### src/rtl/key_cmd_fifo_if.sv
// Keypad command bus: key level/code from the keyboard side, FIFO head and status to the consumer.
// Latency: none, wires only.
// Backpressure: consumer drains with cmd_pop; producer side has none (drops are flagged by overflow).
// Ports: key, key_num (producer -> FIFO); cmd_pop (consumer -> FIFO);
//        cmd_valid, cmd, cmd_count, overflow (FIFO -> consumer).
interface key_cmd_fifo_if;
  logic       key;
  logic [2:0] key_num;
  logic       cmd_pop;
  logic       cmd_valid;
  logic [2:0] cmd;
  logic [2:0] cmd_count;
  logic       overflow;

  // master: the environment driving keys and popping commands
  modport master (
    output key, key_num, cmd_pop,
    input  cmd_valid, cmd, cmd_count, overflow
  );

  // slave: the command FIFO itself
  modport slave (
    input  key, key_num, cmd_pop,
    output cmd_valid, cmd, cmd_count, overflow
  );
endinterface

### src/rtl/key_cmd_fifo.sv
// Turns held-key levels into press + auto-repeat commands queued in a 4-deep FIFO.
// Latency: a press is written on the edge it is seen; cmd_valid rises the next cycle.
// Backpressure: none upstream; pushes into a full FIFO are dropped and set sticky overflow.
// Ports: clk, rst (sync, active-high); bus.key/key_num in, bus.cmd_pop in,
//        bus.cmd_valid/cmd (first-word-fall-through head), bus.cmd_count, bus.overflow out.
module key_cmd_fifo #(
  parameter int REPEAT_DELAY  = 25_000_000,
  parameter int REPEAT_PERIOD = 10_000_000
) (
  input  logic          clk,
  input  logic          rst,
  key_cmd_fifo_if.slave bus
);

  localparam logic [31:0] DELAY_LAST  = 32'(REPEAT_DELAY - 1);
  localparam logic [31:0] PERIOD_LAST = 32'(REPEAT_PERIOD - 1);

  typedef enum logic [1:0] {IDLE, HOLD, REPEAT} state_t;

  state_t      state;
  logic [31:0] cnt;
  logic        key_q;
  logic [2:0]  num_q;

  logic [2:0]  mem [4];
  logic [1:0]  wr_ptr;
  logic [1:0]  rd_ptr;
  logic [2:0]  count;
  logic        overflow_q;

  logic num_ok;
  logic press;
  logic repeat_due;
  logic push;
  logic pop;
  logic full;

  assign num_ok = (bus.key_num <= 3'd4);
  // Fresh press: key just went down, or the code changed while held.
  assign press  = bus.key && num_ok && (!key_q || (bus.key_num != num_q));

  // Repeat only fires while the same valid code is still held (press wins otherwise).
  assign repeat_due = bus.key && num_ok && !press &&
                      (((state == HOLD) && (bus.key_num != 3'd4) && (cnt == DELAY_LAST)) ||
                       ((state == REPEAT) && (cnt == PERIOD_LAST)));

  // Outside a press the live code equals the held code, so key_num is always the push data.
  assign push = press || repeat_due;
  assign full = (count == 3'd4);
  assign pop  = bus.cmd_pop && (count != 3'd0);

  // Repeat timing FSM
  always_ff @(posedge clk) begin
    if (rst) begin
      state <= IDLE;
      cnt   <= '0;
      key_q <= 1'b0;
      num_q <= '0;
    end else begin
      key_q <= bus.key;
      num_q <= bus.key_num;
      if (bus.key && !num_ok) begin
        state <= IDLE;
        cnt   <= '0;
      end else begin
        case (state)
          IDLE: begin
            if (press) begin
              state <= HOLD;
              cnt   <= '0;
            end
          end
          HOLD: begin
            if (!bus.key) begin
              state <= IDLE;
              cnt   <= '0;
            end else if (press) begin
              cnt <= '0;
            end else if (bus.key_num == 3'd4) begin
              cnt <= cnt;  // enter never auto-repeats
            end else if (cnt == DELAY_LAST) begin
              state <= REPEAT;
              cnt   <= '0;
            end else begin
              cnt <= cnt + 32'd1;
            end
          end
          REPEAT: begin
            if (!bus.key) begin
              state <= IDLE;
              cnt   <= '0;
            end else if (press) begin
              state <= HOLD;
              cnt   <= '0;
            end else if (cnt == PERIOD_LAST) begin
              cnt <= '0;
            end else begin
              cnt <= cnt + 32'd1;
            end
          end
          default: begin
            state <= IDLE;
            cnt   <= '0;
          end
        endcase
      end
    end
  end

  // Command FIFO. When full, a simultaneous pop frees the head slot, which is
  // exactly where wr_ptr points, so the write lands there safely.
  always_ff @(posedge clk) begin
    if (rst) begin
      for (int i = 0; i < 4; i++) mem[i] <= '0;
      wr_ptr     <= '0;
      rd_ptr     <= '0;
      count      <= '0;
      overflow_q <= 1'b0;
    end else begin
      if (push && (!full || pop)) begin
        mem[wr_ptr] <= bus.key_num;
        wr_ptr      <= wr_ptr + 2'd1;
      end
      if (pop) begin
        rd_ptr <= rd_ptr + 2'd1;
      end
      if (push && full && !pop) begin
        overflow_q <= 1'b1;
      end
      if (push && (!full || pop) && !pop) begin
        count <= count + 3'd1;
      end else if (pop && !push) begin
        count <= count - 3'd1;
      end
    end
  end

  assign bus.cmd_valid = (count != 3'd0);
  assign bus.cmd       = (count != 3'd0) ? mem[rd_ptr] : 3'd0;
  assign bus.cmd_count = count;
  assign bus.overflow  = overflow_q;

endmodule

### src/flat_wrapper.sv
// flat-port wrapper written by rule: the top's interface ports become plain ports
module key_cmd_fifo_flat 
#(
  parameter int REPEAT_DELAY  = 25_000_000,
  parameter int REPEAT_PERIOD = 10_000_000
)
  (clk, rst, bus_key, bus_key_num, bus_cmd_pop, bus_cmd_valid, bus_cmd, bus_cmd_count, bus_overflow);
  key_cmd_fifo_if bus_i ();
  input  logic clk;
  input  logic rst;
  input wire logic [$bits(bus_i.key)-1:0] bus_key;
  input wire logic [$bits(bus_i.key_num)-1:0] bus_key_num;
  input wire logic [$bits(bus_i.cmd_pop)-1:0] bus_cmd_pop;
  output wire logic [$bits(bus_i.cmd_valid)-1:0] bus_cmd_valid;
  output wire logic [$bits(bus_i.cmd)-1:0] bus_cmd;
  output wire logic [$bits(bus_i.cmd_count)-1:0] bus_cmd_count;
  output wire logic [$bits(bus_i.overflow)-1:0] bus_overflow;
  assign bus_i.key = bus_key;
  assign bus_i.key_num = bus_key_num;
  assign bus_i.cmd_pop = bus_cmd_pop;
  assign bus_cmd_valid = bus_i.cmd_valid;
  assign bus_cmd = bus_i.cmd;
  assign bus_cmd_count = bus_i.cmd_count;
  assign bus_overflow = bus_i.overflow;
  key_cmd_fifo #(.REPEAT_DELAY(REPEAT_DELAY), .REPEAT_PERIOD(REPEAT_PERIOD)) u_core (.clk(clk), .rst(rst), .bus(bus_i));
endmodule
### config.mk
export PLATFORM = sky130hd
export DESIGN_NAME = key_cmd_fifo_flat
export DESIGN_NICKNAME = d
export VERILOG_FILES = /design/src/rtl/key_cmd_fifo_if.sv /design/src/rtl/key_cmd_fifo.sv /design/src/flat_wrapper.sv
export SDC_FILE = /design/constraint.sdc
export NUM_CORES = 1
export LEC_CHECK = 0
export CORE_AREA = 2 2 75 77
export CTS_BUF_LIST = sky130_fd_sc_hd__clkbuf_8 sky130_fd_sc_hd__clkbuf_16
export DETAILED_ROUTE_END_ITERATION = 6
export DIE_AREA = 0 0 77 79
export HOLD_SLACK_MARGIN = 0.02
export PLACE_DENSITY = 0.77
export SETUP_SLACK_MARGIN = 0.1
export SLEW_MARGIN = 20
export SYNTH_ARGS = -nofsm -noshare
export SYNTH_HDL_FRONTEND = slang
export SYNTH_SLANG_ARGS = --single-unit
### constraint.sdc
create_clock -name clk -period 3.8 [get_ports clk]
set_clock_uncertainty 0.15 [all_clocks]
set_input_delay 0.95 -clock clk [delete_from_list [all_inputs] [get_ports clk]]
set_output_delay 0.95 -clock clk [all_outputs]
set_load 0.01 [all_outputs]
### After elaboration in Yosys (flattened, before gate mapping)

Memories as Yosys holds them, arrays and structs flattened. A register that Yosys moved wholly into a read port is not among the register bits.
Cells that the tools add are included.

| word-level totals | value |
|---|---|
| flip-flop bits (word level) | 46 |
| memory bits (writable) | 12 |
| input port bits | 7 |
| output and inout port bits | 8 |
| logic and storage cells | 88 |
| memories | 1 |

Memory list:

| memory | words | width | rd ports | clocked after Yosys merged registers in | wr ports | line | source |
|---|---|---|---|---|---|---|---|
| u_core.mem | 4 | 3 | 1 | 1 | 4 | key_cmd_fifo.sv:25 | `logic [2:0] mem [4];` |

| cells by class | value |
|---|---|
| $add $sub $neg | 5 |
| order comparisons | 1 |
| equality and inequality tests | 13 |
| muxes and demuxes | 29 |
| reductions and logical operators | 31 |

Operators with widths:

| cell | count |
|---|---|
| $mux 32 | 8 |
| $pmux 32 s3 | 1 |
| $add 32x1->32 const B | 1 |
| $eq 32x24->1 const B | 1 |
| $eq 32x25->1 const B | 1 |
| $mux 2 | 9 |
| $logic_and 1x1->1 | 14 |
| $mux 3 | 4 |
| $ne 3x3->1 const B | 4 |
| $eq 3x3->1 const B | 2 |
| $logic_not 1->1 | 6 |
| $mux 1 | 6 |
| $pmux 2 s3 | 1 |
| $add 2x1->2 const B | 2 |
| $logic_or 1x1->1 | 4 |
| $ne 4x3->1 const B | 1 |
| $add 3x1->3 const B | 1 |
| $le 3x3->1 const B | 1 |
| $ne 3x3->1 | 1 |
| $reduce_and 3->1 | 1 |
| $reduce_bool 3->1 | 1 |
| $reduce_or 3->1 | 1 |
| $sub 3x1->3 const B | 1 |
| $eq 2x1->1 const B | 1 |
| other kinds (6) | 6 |

### Depth between registers and ports, before layout

| depth | value |
|---|---|
| word-level depth | 13 |
| depth in mapped cells | 13 |
| mapped depth without buffers | 12 |

### Worst setup path after synthesis

OpenSTA, ideal clock, no wires.

| timing | value |
|---|---|
| kind | input to register |
| from | input bus_key |
| to | register u_core.count[2], in the netlist u_core.bus.cmd_count[2] |
| library setup time | 78 ps |
| data arrival time | 3,227 ps |
| data required time | 3,572 ps |
| slack | 346 ps |
| cell stages on the path | 11 |
| path buffers | 2 |
| cells stage by stage | clkbuf_1 > nand2b_1 > or2_1 > o31ai_4 > and2_1 > buf_6 > nand2_1 > fa_1 > or3_1 > and3b_1 > nor3_1 |

| on the way | value |
|---|---|
| longest elaborated chain between the ends | 9 |
| elaborated cells on any way between the ends | 12 |
| those cells by class | 1 x mux; 11 x reduce/logical |

RTL lines:

| item | line | source |
|---|---|---|
| start: declaration | flat_wrapper.sv:11 | `input wire logic [$bits(bus_i.key)-1:0] bus_key;` |
| $logic_and 1x1->1 (*) | key_cmd_fifo.sv:40, key_cmd_fifo.sv:43 |  |
| $logic_and 1x1->1 | key_cmd_fifo.sv:40 | `assign press = bus.key && num_ok && (!key_q \|\| (bus.key_num != num_q));` |
| $logic_not 1->1 | key_cmd_fifo.sv:43 | `assign repeat_due = bus.key && num_ok && !press &&` |
| $logic_and 1x1->1 (2 in a row) | key_cmd_fifo.sv:43 |  |
| $logic_or 1x1->1 (*) | key_cmd_fifo.sv:48 | `assign push = press \|\| repeat_due;` |
| $logic_and 1x1->1 or $logic_not 1->1 (tied branches) | key_cmd_fifo.sv:130, key_cmd_fifo.sv:132 |  |
| $logic_and 1x1->1 (on tied branches) | key_cmd_fifo.sv:130, key_cmd_fifo.sv:132 |  |
| $mux 3 or $reduce_bool 2->1 (tied branches) | - |  |
| end signal: assignment | key_cmd_fifo.sv:131 | `count <= count + 3'd1;` |
| end signal: assignment | key_cmd_fifo.sv:133 | `count <= count - 3'd1;` |
| end: declaration | key_cmd_fifo.sv:28 | `logic [2:0] count;` |

Every way passes the cells marked *; elsewhere a longest branch is shown, timed or not.
A chain may end at the register's enable or synchronous reset.

### Worst setup path after layout

| timing | value |
|---|---|
| from | input bus_key_num[0] |
| to | register u_core.count[2], in the netlist u_core.bus.cmd_count[2] |

| on the way | value |
|---|---|
| longest elaborated chain between the ends | 10 |
| elaborated cells on any way between the ends | 19 |
| those cells by class | 1 x order compare; 2 x eq/ne; 1 x mux; 15 x reduce/logical |

RTL lines:

| item | line | source |
|---|---|---|
| start: declaration | flat_wrapper.sv:12 | `input wire logic [$bits(bus_i.key_num)-1:0] bus_key_num;` |
| $le 3x3->1 or $ne 3x3->1 (tied branches) | key_cmd_fifo.sv:38, key_cmd_fifo.sv:40 |  |
| $logic_and 1x1->1 or $logic_or 1x1->1 (tied branches) | key_cmd_fifo.sv:40, key_cmd_fifo.sv:43 |  |
| $logic_and 1x1->1 | key_cmd_fifo.sv:40 |  |
| $logic_not 1->1 | key_cmd_fifo.sv:43 |  |
| $logic_and 1x1->1 (2 in a row) | key_cmd_fifo.sv:43 |  |
| $logic_or 1x1->1 (*) | key_cmd_fifo.sv:48 |  |
| $logic_and 1x1->1 or $logic_not 1->1 (tied branches) | key_cmd_fifo.sv:130, key_cmd_fifo.sv:132 |  |
| $logic_and 1x1->1 (on tied branches) | key_cmd_fifo.sv:130, key_cmd_fifo.sv:132 |  |
| $mux 3 or $reduce_bool 2->1 (tied branches) | - |  |

Marks and branches as above.

==> run summary <==
VDD IR max = 0.0002523 V
number of synthesized flops with an enable pin = 12
first-pass GRT wire length = 10,810 um
post-synthesis cell area = 0.003055 mm^2
diode count = 0
Total Power = 1.661 mW
die area = 0.006083 mm^2
Starting Density = 57.24%
PD cells = 473.5 mW/mm^2
Req. time, crit path = 3.93 ns
minimum clock period = 3.472 ns
fill count = 461
core box area = 0.005338 mm^2
Primary FF master, synth = dfxtp_1
worst hold path startpoint = u_core.cnt[1]
H-Tree Depth = 3
Iter 0 DRT Violations = 182
reg2reg setup slack = 0.49 ns
hold depth = 2
critical path start-end classification = in2reg
HP Class = reg2reg
final WL = 6353 um
routed vias = 2,470
Ys Warns = 0
layout cells sized above 1 = 12.71%
Synth Instances = 333
die span in y = 79 um
Skew-Pair Late Insertion Delay = 0.35 ns
Worst Hold Endpoint = u_core.cnt[1]
post-CTS sizing = 0
row count = 27
worst r2r path cells = 10
Max-slew headroom = 49.57%
maximum buffer depth of the clock tree = 2
highest clock rate = 0.2881 GHz
Pleak = 1.216 nW
Synth cell types = 58
MaxCap Viol Count = 0
setup bufs post-CTS = 0
Final setup viols = 0
Seq/Total Area, Yosys = 43.24%
Async S/R FF share, synth = 0%
largest net degree at the start of global routing = 25
DRC violations left = 0
total CTS buffers = 9
final worst path period share = 91.36%
Crit Reg-Reg Startpoint = u_core.cnt[11]
commonest non-fill, non-tap cell in the layout = nor2_1
most frequent cells in the layout = nor2_1, dfxtp_1, nand2_1, xnor2_1, xor2_1
router iterations before antenna repair = 4
fin nets = 370
initial antenna violation count = 0
Routed wire per std cell = 14.64 um
status = complete, no violations
CTS tree = done
worst reg2reg endpoint = u_core.bus.cmd_count[2]
root buf cell = clkbuf_8
worst slew pin tran = 0.7496 ns
DR vias/cell = 5.691
Arr. time, crit path = 3.60 ns
hold bufs inserted after CTS = 0
gr ovfl total = 0
critical path startpoint = bus_key_num[0]
vias in the first global route = 2,337
Mapped Avg Cell Area = 9.175 um^2
Antenna Violating Nets Remaining = 0
synthesized flop and latch total = 60
clock-pin slew on the worst setup and hold paths = 0.07 ns
IO Pins = 15
PortBufs = 14
RSZ-0062 raised after global routing = false
GRT Total Usage = 22.73%
routability cong. = 0.8669
fin. max-slew vios = 0
dpl hpwl = 4652 um
area grow syn2layout = 14.82%
Startpoint Class = primary input
Hold Violations, Final = 0
CP Capture Type = flop
Hold Worst Slack = 0.3451 ns
die width = 77 um
Crit Path Max Fanout = 4
clock sinks = 60
syn_nets = 346
final cells by class:
cell class	count	area [um^2]	area share (%)
flip-flops and latches	60	1321	37.66
repair buffers	25	222.7	6.348
multi-input cells	252	1640	46.75
clock inverters	7	76.32	2.175
inverters	9	33.78	0.9629
clock buffers	9	123.9	3.531
well taps	72	90.09	2.568
layer usage:
| layer | global-route usage (%) | up-vias | part of all wire, % |
|---|---|---|---|
| met4 | 9.286 | 0 | 1.7 |
| met2 | 38.07 | 56 | 50 |
| met3 | 6.250 | 14 | 5.0 |
| met1 | 27.90 | 1169 | 44 |
| met5 | 0 | - | 0 |
| li1 | - | 1231 | - |
critical path: stages:
cell and delay, ns:
clkdlybuf4s50_1 0.48, o21a_1 0.23, nand2b_1 0.21, or2_1 0.30
o31ai_4 0.07, and2_1 0.18, nand2_1 0.07, fa_1 0.38
or3_1 0.39, and3b_1 0.19, nor3_1 0.15
flip-flops by register name, indices dropped and copies added, names as in the netlist, named ones only:
| signal | cells |
|---|---|
| u_core.key_q | 1 |
| u_core.bus.cmd_count | 3 |
| u_core.wr_ptr | 2 |
| u_core.num_q | 3 |
| u_core.rd_ptr | 2 |
| u_core.cnt | 32 |
| u_core.mem | 12 |
| u_core.bus.overflow | 1 |
| u_core.state | 2 |
synthesized netlist by cell type, drive strengths merged (3+ instances only):
master	count	share of area [%]
nand2	31	4.1
clkbuf	5	0.61
nand3	9	1.5
nor3	11	2.5
nor4	9	2.5
a21oi	12	2.0
or4b	3	1.1
nor2	52	6.4
and3	6	1.2
nor2b	6	1.2
ha	5	2.0
nand4	10	2.0
or3	4	0.82
o31ai	3	1.2
o21ai	14	2.4
mux4	3	2.2
dfxtp	48	31
inv	9	1.1
xor2	15	4.3
xnor2	15	4.3
and2	5	1.0
buf	7	1.4
nand2b	4	0.82
and4	5	1.4
edfxtp	12	12
where the power goes:
part           leakage, nW  switching [mW]  internal, mW  total [mW]
logic                0.606           0.162         0.176       0.338
clock network       0.0958           0.278         0.305       0.584
registers            0.514          0.0461         0.694       0.740
total                 1.22           0.486          1.18        1.66
cells by family (layout without fill, tap and decap cells):
kind of cell | count (synthesis) | after routing | synth area share [%]
xor gates and xnor gates | 30 | 30 | 8.600
adders and majority gates | 6 | 6 | 2.703
AOI/OAI and AO/OA | 46 | 46 | 10.40
muxes | 5 | 5 | 2.866
and+or+nand+nor | 165 | 165 | 29.12
DFF | 60 | 60 | 43.24
buffers and inverters | 21 | 50 | 3.071
stage by stage:
step,TNS (ns),std cells,instance area [um^2],utilization (%),setup WS (ns)
2_1_floorplan,0,333,3055,-,0.3455
3_3_place_gp,0,418,3308,61.98,0.05103
3_5_place_dp,-0.01975,418,3308,61.98,-0.01975
4_1_cts,0,434,3508,65.73,0.3115
5_1_grt,0,434,3508,65.73,0.1663
6_report,0,434,3508,65.73,0.3284
worst max-delay path by stage:
| stage | to | depth (start not counted) |
|---|---|---|
| 3_3_place_gp | u_core.bus.cmd_count[2] | 11 |
| 4_1_cts | u_core.bus.cmd_count[2] | 11 |
| 2_1_floorplan | u_core.bus.cmd_count[2] | 11 |
| 3_5_place_dp | u_core.bus.cmd_count[2] | 11 |
| 6_report | u_core.bus.cmd_count[2] | 11 |
| 5_1_grt | u_core.bus.cmd_count[2] | 11 |
Note: power is estimated with default switching activity, not from simulation.
